File: config.mk
export PLATFORM = sky130hd
export DESIGN_NAME = muldiv_unit
export DESIGN_NICKNAME = d
export VERILOG_FILES = /design/src/rtl/muldiv_unit.sv
export SDC_FILE = /design/constraint.sdc
export NUM_CORES = 1
export LEC_CHECK = 0
export BUFFER_PORTS_ARGS = -buffer_cell sky130_fd_sc_hd__buf_2
export CAP_MARGIN = 20
export CORE_UTILIZATION = 45
export CTS_CLUSTER_SIZE = 12
export DETAILED_ROUTE_END_ITERATION = 8
export SYNTH_ARGS = -nofsm -noshare
export SYNTH_HDL_FRONTEND = slang
export SYNTH_SLANG_ARGS = --single-unit
File: constraint.sdc
create_clock -name clk -period 7.9 [get_ports clk]
set_input_delay 0.395 -clock clk [delete_from_list [all_inputs] [get_ports clk]]
set_output_delay 0.395 -clock clk [all_outputs]
set_load 0.1 [all_outputs]
File: src/rtl/muldiv_unit.sv
// Iterative multiply/divide unit for the EXE stage.
// MULT/MULTU use a shift-add loop over a 2*DATA_W accumulator, and DIV/DIVU use a
// restoring shift-subtract loop. Both loops work on unsigned magnitudes. Signs are
// applied in a single FIX cycle, and DONE commits the result to HI/LO.
module muldiv_unit #(
    parameter int DATA_W = 32,
    parameter int CNT_W  = $clog2(DATA_W) + 1
) (
    input  logic              clk,
    input  logic              arst_n,
    input  logic              enable,
    input  logic              start,
    input  logic [1:0]        op,
    input  logic [DATA_W-1:0] operand_a,
    input  logic [DATA_W-1:0] operand_b,
    input  logic              abort,
    output logic              busy,
    output logic              done,
    output logic              div_by_zero,
    output logic [DATA_W-1:0] hi,
    output logic [DATA_W-1:0] lo
);

    localparam logic [1:0] S_IDLE = 2'd0;
    localparam logic [1:0] S_RUN  = 2'd1;
    localparam logic [1:0] S_FIX  = 2'd2;
    localparam logic [1:0] S_DONE = 2'd3;

    logic [1:0]        state_q, state_d;
    logic [CNT_W-1:0]  cnt_q, cnt_d;
    logic [DATA_W-1:0] acc_hi_q, acc_hi_d;   // product high half / partial remainder
    logic [DATA_W-1:0] acc_lo_q, acc_lo_d;   // multiplier -> product low / dividend -> quotient
    logic [DATA_W-1:0] opb_q, opb_d;         // |multiplicand| or |divisor|
    logic              is_div_q, is_div_d;
    logic              is_signed_q, is_signed_d;
    logic              neg_res_q, neg_res_d; // operand signs differ
    logic              neg_rem_q, neg_rem_d; // dividend was negative
    logic              dbz_pend_q, dbz_pend_d;
    logic              done_q, done_d;
    logic              dbz_q, dbz_d;
    logic [DATA_W-1:0] hi_q, hi_d;
    logic [DATA_W-1:0] lo_q, lo_d;

    // Operand magnitudes for the signed ops (op[0]=0 means signed)
    logic              signed_op, a_neg, b_neg;
    logic [DATA_W-1:0] abs_a, abs_b;
    assign signed_op = ~op[0];
    assign a_neg     = signed_op & operand_a[DATA_W-1];
    assign b_neg     = signed_op & operand_b[DATA_W-1];
    assign abs_a     = a_neg ? -operand_a : operand_a;
    assign abs_b     = b_neg ? -operand_b : operand_b;

    // One shift-add step: add the multiplicand when the multiplier LSB is set, then shift right
    logic [DATA_W:0]   mul_sum;
    assign mul_sum = {1'b0, acc_hi_q} + (acc_lo_q[0] ? {1'b0, opb_q} : {(DATA_W+1){1'b0}});

    // One restoring step: shift the next dividend bit into the remainder and subtract if it fits
    logic [DATA_W:0]   div_shift;
    logic              div_ge;
    logic [DATA_W-1:0] div_rem;
    assign div_shift = {acc_hi_q, acc_lo_q[DATA_W-1]};
    assign div_ge    = (div_shift >= {1'b0, opb_q});
    assign div_rem   = div_shift[DATA_W-1:0] - opb_q;

    logic [2*DATA_W-1:0] neg_prod;
    assign neg_prod = -{acc_hi_q, acc_lo_q};

    // Next-state logic for the FSM, the datapath and the result registers
    always_comb begin
        state_d     = state_q;
        cnt_d       = cnt_q;
        acc_hi_d    = acc_hi_q;
        acc_lo_d    = acc_lo_q;
        opb_d       = opb_q;
        is_div_d    = is_div_q;
        is_signed_d = is_signed_q;
        neg_res_d   = neg_res_q;
        neg_rem_d   = neg_rem_q;
        dbz_pend_d  = dbz_pend_q;
        done_d      = 1'b0;
        dbz_d       = dbz_q;
        hi_d        = hi_q;
        lo_d        = lo_q;
        case (state_q)
            S_IDLE: begin
                if (start && !abort) begin
                    is_div_d    = op[1];
                    is_signed_d = signed_op;
                    neg_res_d   = a_neg ^ b_neg;
                    neg_rem_d   = a_neg;
                    dbz_pend_d  = op[1] && (operand_b == '0);
                    dbz_d       = 1'b0;
                    cnt_d       = CNT_W'(DATA_W);
                    acc_hi_d    = '0;
                    if (op[1]) begin
                        // Divide by zero keeps the raw dividend so it can be reported in HI
                        acc_lo_d = (operand_b == '0) ? operand_a : abs_a;
                        opb_d    = abs_b;
                        state_d  = (operand_b == '0) ? S_FIX : S_RUN;
                    end else begin
                        acc_lo_d = abs_b;
                        opb_d    = abs_a;
                        state_d  = S_RUN;
                    end
                end
            end
            S_RUN: begin
                if (abort) begin
                    state_d = S_IDLE;
                end else begin
                    if (is_div_q) begin
                        acc_hi_d = div_ge ? div_rem : div_shift[DATA_W-1:0];
                        acc_lo_d = {acc_lo_q[DATA_W-2:0], div_ge};
                    end else begin
                        acc_hi_d = mul_sum[DATA_W:1];
                        acc_lo_d = {mul_sum[0], acc_lo_q[DATA_W-1:1]};
                    end
                    cnt_d = cnt_q - CNT_W'(1);
                    if (cnt_q == CNT_W'(1)) begin
                        state_d = S_FIX;
                    end
                end
            end
            S_FIX: begin
                if (abort) begin
                    state_d = S_IDLE;
                end else begin
                    if (dbz_pend_q) begin
                        acc_hi_d = acc_lo_q;
                        acc_lo_d = '1;
                    end else if (is_signed_q) begin
                        if (!is_div_q) begin
                            if (neg_res_q) begin
                                {acc_hi_d, acc_lo_d} = neg_prod;
                            end
                        end else begin
                            // MIN / -1 naturally wraps back to MIN with a zero remainder
                            if (neg_res_q) acc_lo_d = -acc_lo_q;
                            if (neg_rem_q) acc_hi_d = -acc_hi_q;
                        end
                    end
                    state_d = S_DONE;
                end
            end
            default: begin
                // DONE: commit regardless of abort
                hi_d    = acc_hi_q;
                lo_d    = acc_lo_q;
                dbz_d   = dbz_pend_q;
                done_d  = 1'b1;
                state_d = S_IDLE;
            end
        endcase
    end

    // State registers: synchronous active-low reset, frozen while enable is low
    always_ff @(posedge clk) begin
        if (!arst_n) begin
            state_q     <= S_IDLE;
            cnt_q       <= '0;
            acc_hi_q    <= '0;
            acc_lo_q    <= '0;
            opb_q       <= '0;
            is_div_q    <= 1'b0;
            is_signed_q <= 1'b0;
            neg_res_q   <= 1'b0;
            neg_rem_q   <= 1'b0;
            dbz_pend_q  <= 1'b0;
            done_q      <= 1'b0;
            dbz_q       <= 1'b0;
            hi_q        <= '0;
            lo_q        <= '0;
        end else if (enable) begin
            state_q     <= state_d;
            cnt_q       <= cnt_d;
            acc_hi_q    <= acc_hi_d;
            acc_lo_q    <= acc_lo_d;
            opb_q       <= opb_d;
            is_div_q    <= is_div_d;
            is_signed_q <= is_signed_d;
            neg_res_q   <= neg_res_d;
            neg_rem_q   <= neg_rem_d;
            dbz_pend_q  <= dbz_pend_d;
            done_q      <= done_d;
            dbz_q       <= dbz_d;
            hi_q        <= hi_d;
            lo_q        <= lo_d;
        end
    end

    assign busy        = (state_q != S_IDLE);
    assign done        = done_q;
    assign div_by_zero = dbz_q;
    assign hi          = hi_q;
    assign lo          = lo_q;

endmodule

Word-level counts from Yosys, hierarchy flattened
Cells that the tools add are included.
Operators by class
  add/subtract/negate cells: 8
  $lt $le $gt $ge: 1
  equal/unequal tests: 11
  mux-type cells: 40
  bitwise operators: 6
  reductions and logical operators: 17
Operator list (count)
  2-to-1 mux 32 bit: 25
  one-hot mux 32 bit (3 select lines): 2
  negation 32 bit: 4
  negation 64 bit: 1
  adder 32 x 32 -> 33 bit: 1
  greater-or-equal comparator 33 x 32 -> 1 bit: 1
  zero test 32 bit: 1
  subtractor 32 bit: 1
  2-to-1 mux 2 bit: 6
  2-to-1 mux 6 bit: 2
  one-hot mux 6 bit (2 select lines): 1
  != test 3 bit (second input constant): 3
  AND reduction 3 bit: 3
  != test 4 bit (second input constant): 2
  AND reduction 8 bit: 1
  AND reduction 7 bit: 1
  equality test 6 x 1 -> 1 bit (second input constant): 1
  != test 2 bit (second input constant): 3
  one-hot mux 2 bit (3 select lines): 1
  subtractor 6 x 1 -> 6 bit (second input constant): 1
  AND reduction 4 bit: 1
  nonzero test 2 bit: 2
  NOT 1 bit: 3
  nonzero test 3 bit: 1
  12 further kinds: 15
Storage, ports and cells
  register bits after elaboration: 175
  input port bits: 71
  word-level logic and storage cells: 97

Longest topological paths before layout
Gate-level depths: netlist of the first run.
  depth in word-level cells: 7
  gate-level depth with buffers: 16
  mapped depth without buffers: 13

Worst setup path after synthesis of the first run
OpenSTA, ideal clock, no wires.
  path kind: register to register
  from: reg state_q[0]
  to: reg acc_hi_q[13]
  library setup time: 0.079 ns
  arrival: 3.396 ns
  data required time: 7.821 ns
  slack: 4.425 ns
  stages on the path, launching flop included: 10
  buffers on the path: 0
  cell sequence: dfxtp_1 inv_1 ha_1 inv_1 o21ai_0 a2111oi_0 nand4_1 o41ai_1 a22oi_1 o211ai_1
On the way
  longest elaborated chain between the ends: 3
  elaborated cells between the ends (all ways): 12
  those cells by class: eq/ne (8); mux (1); reduce/logical (3)
Ends and longest elaborated chain
  start: declaration: line 29  | logic [1:0] state_q, state_d;
  start signal: assignment: line 174  | state_q <= state_d;
  equality test 2 bit, or another cell as far along: line 84  | case (state_q)
  != test 4 bit (no line), or another cell as far along
  AND reduction 8 bit (no line)
  end signal: assignment: line 176  | acc_hi_q <= acc_hi_d;
  end: declaration: line 31  | logic [DATA_W-1:0] acc_hi_q, acc_hi_d;
Parallel ways exist; a longest one is shown, timed or not.
A chain may end at the register's enable or synchronous reset.

Final worst setup path of the first run
  from: reg acc_hi_q[5]
  to: reg acc_hi_q[17]
On the way
  longest elaborated chain between the ends: 7
  elaborated cells between the ends (all ways): 15
  those cells by class: add/sub (4); order compare (1); mux (10)
Ends and longest elaborated chain
  negation 64 bit or negation 32 bit (tied branches): line 66, 139
  2-to-1 mux 32 bit, on equally long branches: line 133, 139
  2-to-1 mux 32 bit: line 132  | if (!is_div_q) begin
  2-to-1 mux 32 bit: line 131  | end else if (is_signed_q) begin
  2-to-1 mux 32 bit: line 128  | if (dbz_pend_q) begin
  2-to-1 mux 32 bit: line 125  | if (abort) begin
  one-hot mux 32 bit (3 select lines) (*): line 84
Mark *: on every way between the ends. The rest lies on a longest branch, timed or not. The select of a mux whose other input is x is not followed.

==> results of run 1 <==
-- metrics by stage --
step           hold slack [ns]  utilization (%)  cells
2_1_floorplan            0.440                -   2257
3_3_place_gp             0.452             48.4   2701
3_5_place_dp             0.457             48.4   2701
4_1_cts                  0.256             50.1   2733
5_1_grt                  0.322             50.1   2733
6_report                 0.277             50.1   2733
-- cells by family (layout without fill, tap and decap cells) --
kind of cell               count (synthesis)  in the layout
and+or+nand+nor                          819            819
AOI/OAI and AO/OA                        727            727
buffers and inverters                    251            272
DFF                                      175            175
xor gates and xnor gates                 159            159
adders and majority gates                 76             76
muxes                                     50             50
-- per-layer routing --
layer  GRT usage, %  up-vias
met5              0        -
met1           45.9     8235
li1               -     8126
met2           56.5      940
met3           5.98      197
met4           20.1        0
-- critical path, cell delays in order (launching register included) --
cell and delay (ns):
dfxtp_1 0.66, ha_1 0.37, nand4_1 0.25, or4_1 0.60
nor4_1 0.17, o21ai_0 0.12, o211ai_1 0.27, or2_1 0.54
buf_4 0.41, nand2_1 0.09, a311o_1 0.36, a211oi_1 0.27
-- where the power goes --
part | switching (mW) | internal (mW) | total (mW)
registers | 0.0585 | 0.904 | 0.963
logic | 0.510 | 0.289 | 0.798
clock network | 0.456 | 0.429 | 0.885
-- cell type report --
cell class,count,area [sq um],share of cell area (%)
Inverter,77,289,1.66
Timing Repair Buffer,163,883,5.07
Clock buffer,18,429,2.46
Multi-Input combinational cell,1831,11600,66.4
Clock inverter,14,168,0.962
Sequential cell,175,3510,20.1
Tap cell,455,569,3.27
-- worst min-delay path by stage --
stage                                start                       end  slack [ns]  cells after the start
floorplan           neg_rem_q$_SDFFE_PN0P_    neg_rem_q$_SDFFE_PN0P_        0.44                      2
global placement       hi[23]$_SDFFE_PN0P_       hi[23]$_SDFFE_PN0P_        0.45                      2
detailed placement      lo[1]$_SDFFE_PN0P_        lo[1]$_SDFFE_PN0P_        0.46                      2
CTS                                 enable  div_by_zero$_SDFFE_PN0P_        0.26                      3
global route                        enable  div_by_zero$_SDFFE_PN0P_        0.32                      3
finish                              enable  div_by_zero$_SDFFE_PN0P_        0.28                      3
-- layout by cell type, fill, tap and decap left out, types with 18 or more instances in the layout --
cell type,netlist,final
nand2_1,322,321
nor4_1,25,25
o31ai_1,26,26
and3_1,22,22
buf_2,20,136
o211ai_1,44,44
dfxtp_1,175,173
mux2_2,24,24
and2_1,22,21
a21o_1,40,40
a21boi_0,90,90
mux2i_1,26,26
xor2_1,69,69
ha_1,74,74
nor2_1,192,192
a21oi_1,178,178
nand3_1,48,48
buf_4,2,27
o21ai_0,153,153
a211oi_1,18,18
xnor2_1,90,90
inv_1,77,77
nor3_1,49,49
or3_1,32,32
nand4_1,22,22
-- flip-flops by register name, indices dropped and copies added, names as in the netlist, 2 cells and up --
signal / cells
acc_lo_q: 32
opb_q: 32
lo: 32
hi: 32
acc_hi_q: 32
cnt_q: 6
state_q: 2
==> results.cfg, run 1 <==
[timing]
rsz0062_at_grt = false
max_freq_mhz = 238
drv_slew = 0
finalHoldViolCount = 0
worst_pin_slew_ns = 1.13
tns_ns = 0
fin_crit_ns = 4.20
skew_ns = 0.0116
slew_headroom_pct = 24.0
min_period_over_period_pct = 53.2
finalWorstSetupSlack_ns = 3.70
finalSetupViolCount = 0

[placement]
port_buffers = 137
gp_congestion = 1.04
hpwl_um = 48700
place_ws_ns = 3.75
placed_area_sq_um = 16800

[floorplan]
coreArea_sq_um = 34800
die-area_sq_um = 36500
die_y_um = 191
row_count = 68
io_pins = 138
initial_utilization_pct = 46.2
die_w_um = 191

[synthesis]
ys_ff_latch = 175
synth_area_sq_um = 16100
synthDominantCellAreaShare_pct = 21.8
muxShareOfSynthArea_pct = 3.30
syn_avg_cell_area_sq_um = 7.12
synth_warnings = 0
synth_ff_type = dfxtp_1
synthCells = 2257
synth_compound_area_share_pct = 30.1
synth_xor_area_share_pct = 8.67
synth.net_count = 2404
synth_area_leader_cell = dfxtp_1
synth.area.top_cells = dfxtp_1 22%, nand2_1 7.5%, ha_1 5.8%, a21oi_1 5.5%, xnor2_1 4.9%
yosysMostFrequentCell = nand2_1
yosys.cell_types.count = 88
yosys.area_share.simple_pct = 24.0
synth-seq-area-share_pct = 21.8
synth_top_family_by_area = compound AO/OA/AOI/OAI gates
synthAdderAreaFrac_pct = 6.01
async_flop_share_pct = 0
synth_edf_count = 0
netlist_top_cells_count = 322 x nand2_1, 192 x nor2_1, 178 x a21oi_1

[clock_network]
cts_sinks = 175
cts_buffers = 17
cts_tree = yes
clk_pin_slew_ns = 0.08
clockBufferDepth = 2
hold_buffers = 0
cts_resized = 0
post-cts-setup-buffer-count = 0
h-tree-depth = 4
clock_latency_ns = 0.47
root_buffer = clkbuf_16

[worst_setup_path]
crit_type = flop to flop
timing.rr.start = acc_hi_q[5]$_SDFFE_PN0P_
crit_required_ns = 8.27
reg2reg_depth = 11
start_kind = flop
worst_setup_path_end_kind = flop
rrSetupSlack_ns = 3.70
worstPathArrival_ns = 4.57
endpoint = acc_hi_q[17]$_SDFFE_PN0P_
worstPathMaxFanout = 23
reg2reg_to = acc_hi_q[17]$_SDFFE_PN0P_
crit_start = acc_hi_q[5]$_SDFFE_PN0P_

[global_route]
grt_max_degree = 101
grt_first_pass_wirelength_um = 98800
grt_overflow_total = 0
grt_use_total_pct = 35.7
antenna_found_initial = 1
grt_pass1_vias = 16400

[finish]
nFillCells = 3522
drive_above_1_share_pct = 11.0
area_delta_synth_final_pct = 8.43
postLayoutCellArea_sq_um = 17400
num-nets-final = 2412
antenna_cells = 0

[routing]
viasPerCell = 6.40
vias = 17500
wl_met1_um = 26400
drt_iter0_markers = 1858
wl_um = 65100
dr.pass1.iters = 7
wl_met3_um = 5770
post-route-drc-count = 0
highest_layer = met4
ant_nets = 0
wl_per_cell_um = 23.8
met2_length_um = 29200

[power_and_ir_drop]
ir_drop_v = 0.000169
power.total_mw = 2.65
p_leak_nw = 7.06
powerDensity_nw_per_um2 = 152

[outcome]
outcome = finished, final reports clean

[job]
drv_cap = 0

[hold_path]
min-delay-path-class = input port to flop
No activity file was read; power rests on OpenSTA's default activity.
==> inputs of run 2 (changes only) <==
--- a/config.mk
+++ b/config.mk
@@ -10,6 +10,7 @@
 export CORE_UTILIZATION = 45
 export CTS_CLUSTER_SIZE = 12
 export DETAILED_ROUTE_END_ITERATION = 8
+export PLACE_DENSITY = 0.65
 export SYNTH_ARGS = -nofsm -noshare
 export SYNTH_HDL_FRONTEND = slang
 export SYNTH_SLANG_ARGS = --single-unit
==> constraint.sdc (replaced) <==
create_clock -name clk -period 3.8 [get_ports clk]
set_input_delay 0.19 -clock clk [delete_from_list [all_inputs] [get_ports clk]]
set_output_delay 0.19 -clock clk [all_outputs]
set_load 0.1 [all_outputs]
==> run 2 against run 1 <==
  * Utilization increased by 1.7 points
  * First-iteration DRC count increased by 9.6%
  * Die area unchanged
  * Clock skew increased by 0.0076 ns
  * Register-to-register slack got worse by 3.5 ns
  * Critical path depth increased by 1
  * Clock power increased by 95%
  * Clock-buffer cell count increased by 5
  * Critical path type unchanged
  * Critical endpoint is now acc_hi_q[4]$_SDFFE_PN0P_
  * Largest cell class unchanged
  * Highest routed layer unchanged
==> results.cfg, run 2 (synthesis gave the netlist of run 1 again) <==
[outcome]
outcome = finished, final reports clean

[power_and_ir_drop]
powerDensity_nw_per_um2 = 303
swShare_pct = 36.7
p_comb_share_pct = 32.3
ir_drop_v = 0.000347
power_frac_seq_pct = 36.0
pwr-share-clk_pct = 31.6
p_switching_mw = 2.00
power.total_mw = 5.45
p_leak_nw = 7.44
internal_power_mw = 3.45

[finish]
final_cell_mix = 321 x nand2_1, 192 x nor2_1, 177 x a21oi_1
drive_above_1_share_pct = 14.1
final_cells = 2810
num-nets-final = 2491
antenna_cells = 0
postLayoutCellArea_sq_um = 18000
final_common_cell = nand2_1
area_delta_synth_final_pct = 12.1

[clock_network]
clockBufferDepth = 2
hold_buffers = 0
cts_sinks = 175
cts_tree = yes
h-tree-depth = 4
cts_buffers = 17
clock_latency_ns = 0.46
clk_pin_slew_ns = 0.07
root_buffer = clkbuf_16

[global_route]
antenna_found_initial = 1
grt_first_pass_wirelength_um = 101000
grt_use_total_pct = 36.8
grt.busiest_layer = met2
groute.layer.met1.usage_pct = 47.0
grtUsageMet3_pct = 5.34
grt_pass1_vias = 16500
grt_util_met2_pct = 58.7
grt_max_degree = 89
grt_overflow_total = 0

[timing]
worst_pin_slew_ns = 0.905
finalHoldViolCount = 0
drv_slew = 0
tns_ns = 0
rsz0062_at_grt = false
finalSetupViolCount = 0
whs_ns = 0.0715
max_freq_mhz = 274
skew_ns = 0.0192
fin_crit_ns = 3.65
min_period_over_period_pct = 96.1
slew_headroom_pct = 39.6

[routing]
post-route-drc-count = 0
ant_nets = 0
viasPerCell = 6.35
dr.pass1.iters = 6
drt_iter0_markers = 2036
wl_per_cell_um = 23.8
vias = 17800
wl_um = 67000

[worst_setup_path]
reg2reg_depth = 12
start_kind = flop
worstPathArrival_ns = 3.93
crit_type = flop to flop
timing.rr.start = opb_q[4]$_SDFFE_PN0P_
rrSetupSlack_ns = 0.15
reg2reg_to = acc_hi_q[4]$_SDFFE_PN0P_
worst_setup_path_end_kind = flop
endpoint = acc_hi_q[4]$_SDFFE_PN0P_
crit_start = opb_q[4]$_SDFFE_PN0P_
worstPathMaxFanout = 15
crit_required_ns = 4.08

[hold_path]
min-delay-path-class = input port to flop

[placement]
gp_congestion = 1.05
dp.cells = 2777
placed_area_sq_um = 17400
port_buffers = 137
hpwl_um = 51000

[floorplan]
die_w_um = 191
die-area_sq_um = 36500
initial_utilization_pct = 46.2
row_count = 68
coreArea_sq_um = 34800
die_y_um = 191
io_pins = 138

[job]
drv_cap = 0
-- run 2: critical path, stage by stage, from the launching register on --
cell and delay, ns:
dfxtp_1 0.34, inv_1 0.08, ha_1 0.38, nand4_1 0.20, or4_1 0.61, nor4_1 0.21, o21ai_0 0.13, o211ai_1 0.23
or2_1 0.19, buf_4 0.24, mux2_2 0.36, a21oi_1 0.25, o221ai_1 0.24
-- run 2: cell type report --
class	instances	area, sq um
fillers	3532	16800
clock buffers	23	488
inverters	77	289
flip-flops and latches	175	3510
well taps	455	569
clock inverters	7	56.3
repair buffers	242	1500
multi-input cells	1831	11600
-- run 2: worst min path at each step --
stage                     depth (start not counted)                start                       end  slack (ns)
after floorplan                                   2               enable  div_by_zero$_SDFFE_PN0P_        0.35
after global placement                            2   lo[2]$_SDFFE_PN0P_        lo[2]$_SDFFE_PN0P_        0.45
after detailed placement                          2  lo[22]$_SDFFE_PN0P_       lo[22]$_SDFFE_PN0P_        0.45
after CTS                                         3               enable  div_by_zero$_SDFFE_PN0P_        0.07
after global routing                              3               enable  div_by_zero$_SDFFE_PN0P_        0.08
final                                             3               enable  div_by_zero$_SDFFE_PN0P_        0.07
-- run 2: layer usage --
layer,share of wire (%),routed length [um],vias up
li1,-,-,8279
met1,41,27100,8484
met2,45,30300,877
met3,7.8,5200,206
met4,6.4,4300,0
met5,0,0,-
-- run 2: power groups by stage --
stage,clock network (mW),logic [mW],registers [mW]
global route,1.80,1.89,1.97
global placement,0,1.69,2.00
detailed placement,0,1.70,2.00
CTS,1.74,1.71,1.96
floorplan,0,1.20,1.95
finish,1.73,1.76,1.97
-- run 2: stage by stage --
stage | utilization [%] | setup slack, ns
floorplan | - | 0.325
global placement | 50.1 | -0.0117
detailed placement | 50.1 | -0.0681
CTS | 51.7 | 0.0303
global route | 51.8 | 0.0134
finish | 51.8 | 0.147
-- run 2: timing repair --
item / in CTS / in global routing
gates resized for setup: 2 / 4
pin swaps: 0 / 2
hold endpoints to repair: 0 / 0
endpoints found under the setup margin: 1 / 5
setup buffers: 0 / 3
